$ cat config.mk
export PLATFORM = sky130hd
export DESIGN_NAME = mips_mc_controller
export DESIGN_NICKNAME = d
export VERILOG_FILES = /design/src/rtl/mips_mc_controller.sv
export SDC_FILE = /design/constraint.sdc
export NUM_CORES = 1
export LEC_CHECK = 0
export CORE_MARGIN = 5
export CORE_UTILIZATION = 47
export CTS_BUF_LIST = sky130_fd_sc_hd__clkbuf_8
export CTS_CLUSTER_DIAMETER = 40
export DETAILED_ROUTE_END_ITERATION = 16
export PLACE_DENSITY = 0.9
export SLEW_MARGIN = 20
export SYNTH_ARGS = -nofsm -noshare
export SYNTH_HDL_FRONTEND = slang
export SYNTH_SLANG_ARGS = --single-unit
$ cat constraint.sdc
create_clock -name clk -period 2.3 [get_ports clk]
set_clock_uncertainty 0.2 [all_clocks]
set_input_delay 0.46 -clock clk [delete_from_list [all_inputs] [get_ports clk]]
set_output_delay 0.46 -clock clk [all_outputs]
set_load 0.005 [all_outputs]
$ cat src/rtl/mips_mc_controller.sv
// Multicycle MIPS control FSM with Moore datapath controls, an ALU decoder and a retired-instruction counter.
// Define MIPS_MC_BNE_EN to add bne support (BNEEX state); otherwise opcode 000101 is illegal.
module mips_mc_controller #(
  parameter int RETIRE_W = 32
) (
  input  logic                clk,
  input  logic                reset,
  input  logic [5:0]          op,
  input  logic [5:0]          funct,
  input  logic                zero,
  output logic                pcen,
  output logic                irwrite,
  output logic                memwrite,
  output logic                regwrite,
  output logic                iord,
  output logic                alusrca,
  output logic                memtoreg,
  output logic                regdst,
  output logic [1:0]          alusrcb,
  output logic [1:0]          pcsrc,
  output logic [2:0]          alucontrol,
  output logic                illegal,
  output logic [RETIRE_W-1:0] instret
);
  localparam logic [5:0] OP_LW   = 6'b100011;
  localparam logic [5:0] OP_SW   = 6'b101011;
  localparam logic [5:0] OP_RTYP = 6'b000000;
  localparam logic [5:0] OP_BEQ  = 6'b000100;
  localparam logic [5:0] OP_ADDI = 6'b001000;
  localparam logic [5:0] OP_J    = 6'b000010;
  localparam logic [5:0] OP_BNE  = 6'b000101;

  typedef enum logic [3:0] {
    FETCH   = 4'd0,  DECODE  = 4'd1,  MEMADR = 4'd2, MEMRD = 4'd3,
    MEMWB   = 4'd4,  MEMWR   = 4'd5,  RTYPEEX = 4'd6, RTYPEWB = 4'd7,
    BEQEX   = 4'd8,  ADDIEX  = 4'd9,  ADDIWB = 4'd10, JEX = 4'd11,
    BNEEX   = 4'd12
  } state_t;

  state_t     state;
  logic       pcwrite, branch, branchn;
  logic [1:0] aluop;

  // Terminal states retire the instruction as they hand back to FETCH.
  always_ff @(posedge clk or posedge reset) begin
    if (reset) begin
      state   <= FETCH;
      instret <= '0;
    end else begin
      case (state)
        FETCH: state <= DECODE;
        DECODE: begin
          case (op)
            OP_LW, OP_SW: state <= MEMADR;
            OP_RTYP:      state <= RTYPEEX;
            OP_BEQ:       state <= BEQEX;
            OP_ADDI:      state <= ADDIEX;
            OP_J:         state <= JEX;
`ifdef MIPS_MC_BNE_EN
            OP_BNE:       state <= BNEEX;
`endif
            default:      state <= FETCH;
          endcase
        end
        MEMADR:  state <= (op == OP_LW) ? MEMRD : MEMWR;
        MEMRD:   state <= MEMWB;
        RTYPEEX: state <= RTYPEWB;
        ADDIEX:  state <= ADDIWB;
        MEMWB, MEMWR, RTYPEWB, BEQEX, ADDIWB, JEX, BNEEX: begin
          state   <= FETCH;
          instret <= instret + RETIRE_W'(1);
        end
        default: state <= FETCH;
      endcase
    end
  end

  always_comb begin
    pcwrite  = 1'b0;
    branch   = 1'b0;
    branchn  = 1'b0;
    irwrite  = 1'b0;
    memwrite = 1'b0;
    regwrite = 1'b0;
    iord     = 1'b0;
    alusrca  = 1'b0;
    memtoreg = 1'b0;
    regdst   = 1'b0;
    alusrcb  = 2'b00;
    pcsrc    = 2'b00;
    aluop    = 2'b00;
    illegal  = 1'b0;
    case (state)
      FETCH:   begin irwrite = 1'b1; pcwrite = 1'b1; alusrcb = 2'b01; end
      DECODE: begin
        alusrcb = 2'b11;
        case (op)
          OP_LW, OP_SW, OP_RTYP, OP_BEQ, OP_ADDI, OP_J: illegal = 1'b0;
`ifdef MIPS_MC_BNE_EN
          OP_BNE:  illegal = 1'b0;
`endif
          default: illegal = 1'b1;
        endcase
      end
      MEMADR, ADDIEX: begin alusrca = 1'b1; alusrcb = 2'b10; end
      MEMRD:   iord = 1'b1;
      MEMWB:   begin memtoreg = 1'b1; regwrite = 1'b1; end
      MEMWR:   begin iord = 1'b1; memwrite = 1'b1; end
      RTYPEEX: begin alusrca = 1'b1; aluop = 2'b10; end
      RTYPEWB: begin regdst = 1'b1; regwrite = 1'b1; end
      BEQEX:   begin alusrca = 1'b1; aluop = 2'b01; pcsrc = 2'b01; branch = 1'b1; end
      ADDIWB:  regwrite = 1'b1;
      JEX:     begin pcsrc = 2'b10; pcwrite = 1'b1; end
`ifdef MIPS_MC_BNE_EN
      BNEEX:   begin alusrca = 1'b1; aluop = 2'b01; pcsrc = 2'b01; branchn = 1'b1; end
`endif
      default: ;
    endcase
  end

  assign pcen = pcwrite | (branch & zero) | (branchn & ~zero);

  always_comb begin
    alucontrol = 3'b010;
    case (aluop)
      2'b00: alucontrol = 3'b010;
      2'b01: alucontrol = 3'b110;
      default: begin
        case (funct)
          6'b100000: alucontrol = 3'b010;
          6'b100010: alucontrol = 3'b110;
          6'b100100: alucontrol = 3'b000;
          6'b100101: alucontrol = 3'b001;
          6'b101010: alucontrol = 3'b111;
          default:   alucontrol = 3'b010;
        endcase
      end
    endcase
  end
endmodule

==> results.ini, run 1 <==
[worst_setup_path]
crit_fanout = 2
path_buf_inv = 1
path_cells = nand2b_4 -> or4b_4 -> or4b_4 -> buf_6
max_stage_delay_ps = 520
cpLargestDelayFamily = simple AND/OR/NAND/NOR gates
critPathKind = flop to output port
cp-end-kind = output port
slowest_stage = or4b_4
cp_common_cell = or4b_4
cp.required_ps = 1640
r2r_slack_ps = 50
start_kind = flop
arrival_ps = 1950

[sta]
rsz0062_at_grt = yes
setup_ws_ps = -306
fmax_mhz = 384
setup_viol = 3
slew_viol_final = 0
hold_viol_final = 0
relSlewSlack_pct = 67.6
period_needed_ps = 2610
tightest_slew_ps = 482
whs_ps = 278
fin_crit_sh_pct = 113
setup-tns-final_ps = -654

[die]
initial_core_util_pct = 47.9
rows = 23
coreArea_mm2 = 0.00397
io_pins = 63
design.die.area_mm2 = 0.00542
dieWidth_um = 73.6
die_y_um = 73.6

[cts]
ctsHoldBuffers = 0
cts.sinks = 36
clk_pin_slew_ps = 70
cts_buffer_depth = 2
numCtsBuffers = 5
htreeDepth = 2
root_buffer = clkbuf_8
cts_tree = yes
clk_latency_ps = 280

[detailed_routing]
viasPerCell = 5.39
drc_errors = 0
first_iter_violations = 134
wl_per_cell_um = 16.2
drt_pre_antenna_iters = 4
wirelength_um = 5560
postRouteAntennaNets = 0
vias = 1848

[flow_run]
drv_cap = 0

[synthesis]
yosysMostFrequentCell = dfrtp_1
synth_flop_cell = dfrtp_1
synth_adder_area_share_pct = 0.658
netlist_top_cells_area = dfrtp_1 47%, xnor2_1 14%, nand3_1 4.2%, nand2_1 3.6%, nor2_1 3.0%
synth-async-reset-ratio_pct = 100
synth_compound_area_share_pct = 5.26
synth_xor_area_share_pct = 15.7
yosys.area_share.simple_pct = 28.8
netlist_area_mm2 = 0.00190
ys_top_cells_by_count = 36 x dfrtp_1, 30 x xnor2_1, 18 x nand2_1, 16 x nand3_1, 15 x nor2_1
ys_seq_elements = 36
synth_area_per_cell_um2 = 9.91
synth_edf_count = 0
ys_types = 36
synthMuxAreaShare_pct = 0.592
synth_top_family_by_area = simple AND/OR/NAND/NOR gates
syn-num-nets = 208
syn-instance-count = 192
ys_seq_area_share_pct = 47.4
yosysTopAreaCellShare_pct = 47.4
ys_warn_count = 0
synth_area_leader_cell = dfrtp_1

[grt]
track_usage_pct = 20.8
grt_max_degree = 37
grt_pass1_vias = 1854
grt_pass1_wl_um = 8750
overflow = 0
antenna_found_initial = 0

[pwr]
vdd_drop_max_uv = 370
power_density_mw_per_mm2 = 605
leakagePower_nw = 1.37
finalPower_mw = 1.83

[finish]
antenna_cells = 0
drive_above_1_share_pct = 27.3
nNetsFinal = 308
syn_to_final_growth_pct = 59.2

[place]
gp_congestion = 0.825
port_buffers = 62
dp.final_hpwl_um = 3570

[hold_path]
hold_class = flop to flop

[status]
status = complete, but fails checks
violations = setup timing

[routing by layer]
layer  track usage, %  share of wire (%)  up-vias
met2             37.9                 55       51
met3             4.10                4.2       10
met1             24.6                 39      907
met4             5.84                1.3        0
met5                0                  0        -
li1                 -                  -      880
[power breakdown]
part / internal, mW / total [mW] / switching [mW]
Combinational: 0.337 / 0.642 / 0.305
Clock: 0.235 / 0.445 / 0.209
Sequential: 0.681 / 0.744 / 0.0631
[layout make-up]
| cell class | count | area (um^2) |
|---|---|---|
| Tap cell | 50 | 62.6 |
| Multi-Input combinational cell | 148 | 1080 |
| Clock inverter | 2 | 7.51 |
| Inverter | 2 | 7.51 |
| Clock buffer | 6 | 82.6 |
| Timing Repair Buffer | 99 | 883 |
| Fill cell | 274 | 943 |
| Sequential cell | 36 | 901 |
[layout by cell type, fill, tap and decap left out, types with 2 or more instances in the layout]
master / count
buf_6: 3
dfrtp_1: 36
nand3_1: 15
o21ai_0: 2
or4b_4: 2
nor2_1: 13
buf_4: 31
nand2_2: 2
nor3_4: 3
and3_1: 6
buf_12: 3
dlygate4sd2_1: 13
nand2b_4: 3
or3_1: 2
clkdlybuf4s50_1: 38
or2_2: 2
buf_2: 6
and4_1: 6
and2_1: 2
nor3b_1: 2
nand4_1: 8
a21oi_1: 3
nand2_1: 16
clkbuf_2: 4
xnor2_1: 30
xor2_1: 4
nor2_2: 2
nor3_2: 3
clkbuf_8: 6
inv_1: 3
nor3_1: 2
[final timing paths]
check | end | startpoint | cells past startpoint
hold / removal | instret[31]$_DFFE_PP0P_ | instret[31]$_DFFE_PP0P_ | 1
hold reg to reg | instret[31]$_DFFE_PP0P_ | instret[31]$_DFFE_PP0P_ | 1
max in group asynchronous | state[0]$_DFF_PP0_ | reset | 3
min in group asynchronous | instret[15]$_DFFE_PP0P_ | reset | 3
setup reg to reg | instret[16]$_DFFE_PP0P_ | state[2]$_DFF_PP0_ | 7
setup / recovery | alucontrol[1] | state[0]$_DFF_PP0_ | 4
[what timing repair did]
action / in CTS / in global routing
gates resized for setup: 52 / 30
endpoints found under the setup margin: 19 / 19
gates cloned: 0 / 1
buffers inserted: 12 / 6
pin swaps: 11 / 11
[registers in the layout, summed over array words and instances (netlist names)]
signal / flops
state: 4
instret: 32
[cells by family after synthesis]
logic type	Yosys count
buffers and inverters	8
flip-flops	36
adder cells (fa/ha/maj)	1
AND/OR/NAND/NOR	97
AO/OA/AOI/OAI	15
multiplexers	1
XOR/XNOR	34
[worst reg2reg max path, stage by stage, from the launching register on]
cell      delay, ps
dfrtp_1         430
buf_2           180
nand2b_1        180
a311o_2         510
nor3_4          230
buf_12          150
nand4_1         120
xnor2_1         150
[through the flow]
stage | std cells | util [%] | area (um^2) | setup slack (ps)
CTS | 339 | 74.2 | 2950 | -366
floorplan | 192 | - | 1900 | 72.5
detailed placement | 319 | 68.8 | 2730 | -716
global placement | 319 | 68.8 | 2730 | -654
finish | 343 | 76.2 | 3030 | -306
global route | 343 | 76.2 | 3030 | -346
No activity file was read; power rests on OpenSTA's default activity.
==> inputs of run 2 (changes only) <==
--- a/config.mk
+++ b/config.mk
@@ -5,7 +5,7 @@
 export SDC_FILE = /design/constraint.sdc
 export NUM_CORES = 1
 export LEC_CHECK = 0
-export CORE_MARGIN = 5
+export CORE_MARGIN = 2
 export CORE_UTILIZATION = 47
 export CTS_BUF_LIST = sky130_fd_sc_hd__clkbuf_8
 export CTS_CLUSTER_DIAMETER = 40
==> run 2 against run 1 <==
The flow still finishes with violations (setup timing). First-iteration DRC count is 16% lower. Flip-flop and latch count stayed put. Via count is 0.65% higher. Setup slack worse by 1.8 ps. Routed wire length is 8.9% lower. Final cell count is 0.58% lower. Largest power group unchanged. Highest routed layer unchanged.
==> results.ini, run 2 (synthesis results as in run 1) <==
[status]
status = complete, but fails checks
violations = setup timing

[finish]
nNetsFinal = 307
stdcell_count = 341
antenna_cells = 0
reg_top3 = instret (32), state (4)
largest_reg_flops = 32
top_register = instret
layout_commonest_cell = clkdlybuf4s50_1
fin_area_mm2 = 0.00302
syn_to_final_growth_pct = 58.9
drive_above_1_share_pct = 25.8
layout_common_cells = 39 x clkdlybuf4s50_1, 35 x dfrtp_1, 30 x xnor2_1, 30 x buf_4, 18 x nand2_1

[worst_setup_path]
critPathKind = flop to output port
crit_fanout = 2
cp-end-kind = output port
r2r_cells = 9
arrival_ps = 1950
max_stage_delay_ps = 530
path_cells = buf_6 -> nand2b_4 -> or4b_4 -> or4b_1 -> buf_2
start_kind = flop
slowest_stage = or4b_4
cp.required_ps = 1640

[cts]
numCtsBuffers = 5
cts_buffer_depth = 2
cts_tree = yes
ctsHoldBuffers = 0
root_buffer = clkbuf_8
htreeDepth = 2
clk_latency_ps = 280
cts.sinks = 36
clk_pin_slew_ps = 70

[pwr]
combPwrFrac_pct = 32.7
finalPower_mw = 1.81
intPower_mw = 1.27
vdd_drop_max_uv = 483
pwr-share-clk_pct = 26.3
pwr-share-seq_pct = 40.9
leakagePower_nw = 1.35
net-switching-power_uw = 539
power_density_mw_per_mm2 = 600
switching_share_pct = 29.7

[detailed_routing]
wirelength_um = 5060
drt_pre_antenna_iters = 4
wl_per_cell_um = 14.8
first_iter_violations = 113
drc_errors = 0
vias = 1860
viasPerCell = 5.45
postRouteAntennaNets = 0

[die]
io_pins = 63
coreArea_mm2 = 0.00394
dieWidth_um = 67.6
rows = 23
initial_core_util_pct = 48.2
die_y_um = 67.6
design.die.area_mm2 = 0.00457

[sta]
setup-tns-final_ps = -959
hold_viol_final = 0
relSlewSlack_pct = 69.8
rsz0062_at_grt = yes
setup_ws_ps = -308
tightest_slew_ps = 450
fin_crit_sh_pct = 113
fmax_mhz = 383
period_needed_ps = 2610
setup_viol = 5
slew_viol_final = 0

[hold_path]
hold_class = flop to flop
holdPathStages = 1

[place]
placed_cell_area_mm2 = 0.00270
dp.final_hpwl_um = 3380
port_buffers = 62
gp_congestion = 0.788
dp.cells = 316

[grt]
grt_pass1_vias = 1815
antenna_found_initial = 0
track_usage_pct = 23.5
grt_pass1_wl_um = 8070
grt_max_degree = 37
overflow = 0

[flow_run]
drv_cap = 0

-- run 2: final cells by class --
type,count,area (um^2)
Tap cell,50,62.6
Fill cell,268,920
Inverter,2,7.51
Clock buffer,7,96.3
Multi-Input combinational cell,148,1070
Sequential cell,36,902
Timing Repair Buffer,98,887
-- run 2: through the flow --
step | utilization (%) | hold slack, ps | worst slack, ps
3_3_place_gp | 68.4 | 262 | -681
4_1_cts | 76.0 | 293 | -311
6_report | 76.7 | 292 | -308
2_1_floorplan | - | 268 | 72.5
5_1_grt | 76.7 | 307 | -362
3_5_place_dp | 68.4 | 283 | -730
-- run 2: power by group through the flow --
stage	registers, mW	clock network, mW	logic, mW
3_3_place_gp	0.743	0	0.539
4_1_cts	0.741	0.476	0.574
2_1_floorplan	0.746	0	0.245
6_report	0.742	0.478	0.593
3_5_place_dp	0.748	0	0.550
5_1_grt	0.749	0.519	0.643
-- run 2: routing by layer --
metal	vias to the layer above	share of wire [%]	global-route usage, %
met4	0	2.1	9.44
met3	10	4.0	4.83
li1	880	-	-
met5	-	0	0
met2	56	56	43.8
met1	914	38	25.8
-- run 2: worst paths after layout --
kind                                         from                       to  slack [ps]
setup / recovery               state[2]$_DFF_PP0_            alucontrol[1]        -310
hold / removal             instret[4]$_DFFE_PP0P_   instret[4]$_DFFE_PP0P_         290
setup reg to reg               state[1]$_DFF_PP0_  instret[31]$_DFFE_PP0P_          90
hold reg to reg            instret[4]$_DFFE_PP0P_   instret[4]$_DFFE_PP0P_         290
max in group asynchronous                   reset       state[1]$_DFF_PP0_        1190
min in group asynchronous                   reset       state[0]$_DFF_PP0_         370
-- run 2: repair_timing --
action                     4_1_cts  5_1_grt
gates cloned                     1        0
gates resized for setup         56       16
setup buffers                   16        2
setup endpoints to repair       23       28
pin swaps                        8        5
-- run 2: critical path: cells and delay by family (launching register included) --
| family | cells | cell delay [ps] |
|---|---|---|
| DFF | 1 | 380 |
| and+or+nand+nor | 3 | 1040 |
| buffers and inverters | 2 | 250 |
==> inputs of run 3 (changes only) <==
--- a/config.mk
+++ b/config.mk
@@ -11,7 +11,6 @@
 export CTS_CLUSTER_DIAMETER = 40
 export DETAILED_ROUTE_END_ITERATION = 16
 export PLACE_DENSITY = 0.9
-export SLEW_MARGIN = 20
 export SYNTH_ARGS = -nofsm -noshare
 export SYNTH_HDL_FRONTEND = slang
 export SYNTH_SLANG_ARGS = --single-unit
==> results of run 3 <==
No change in the layout: final DEF, timing and power equal those of run 2.
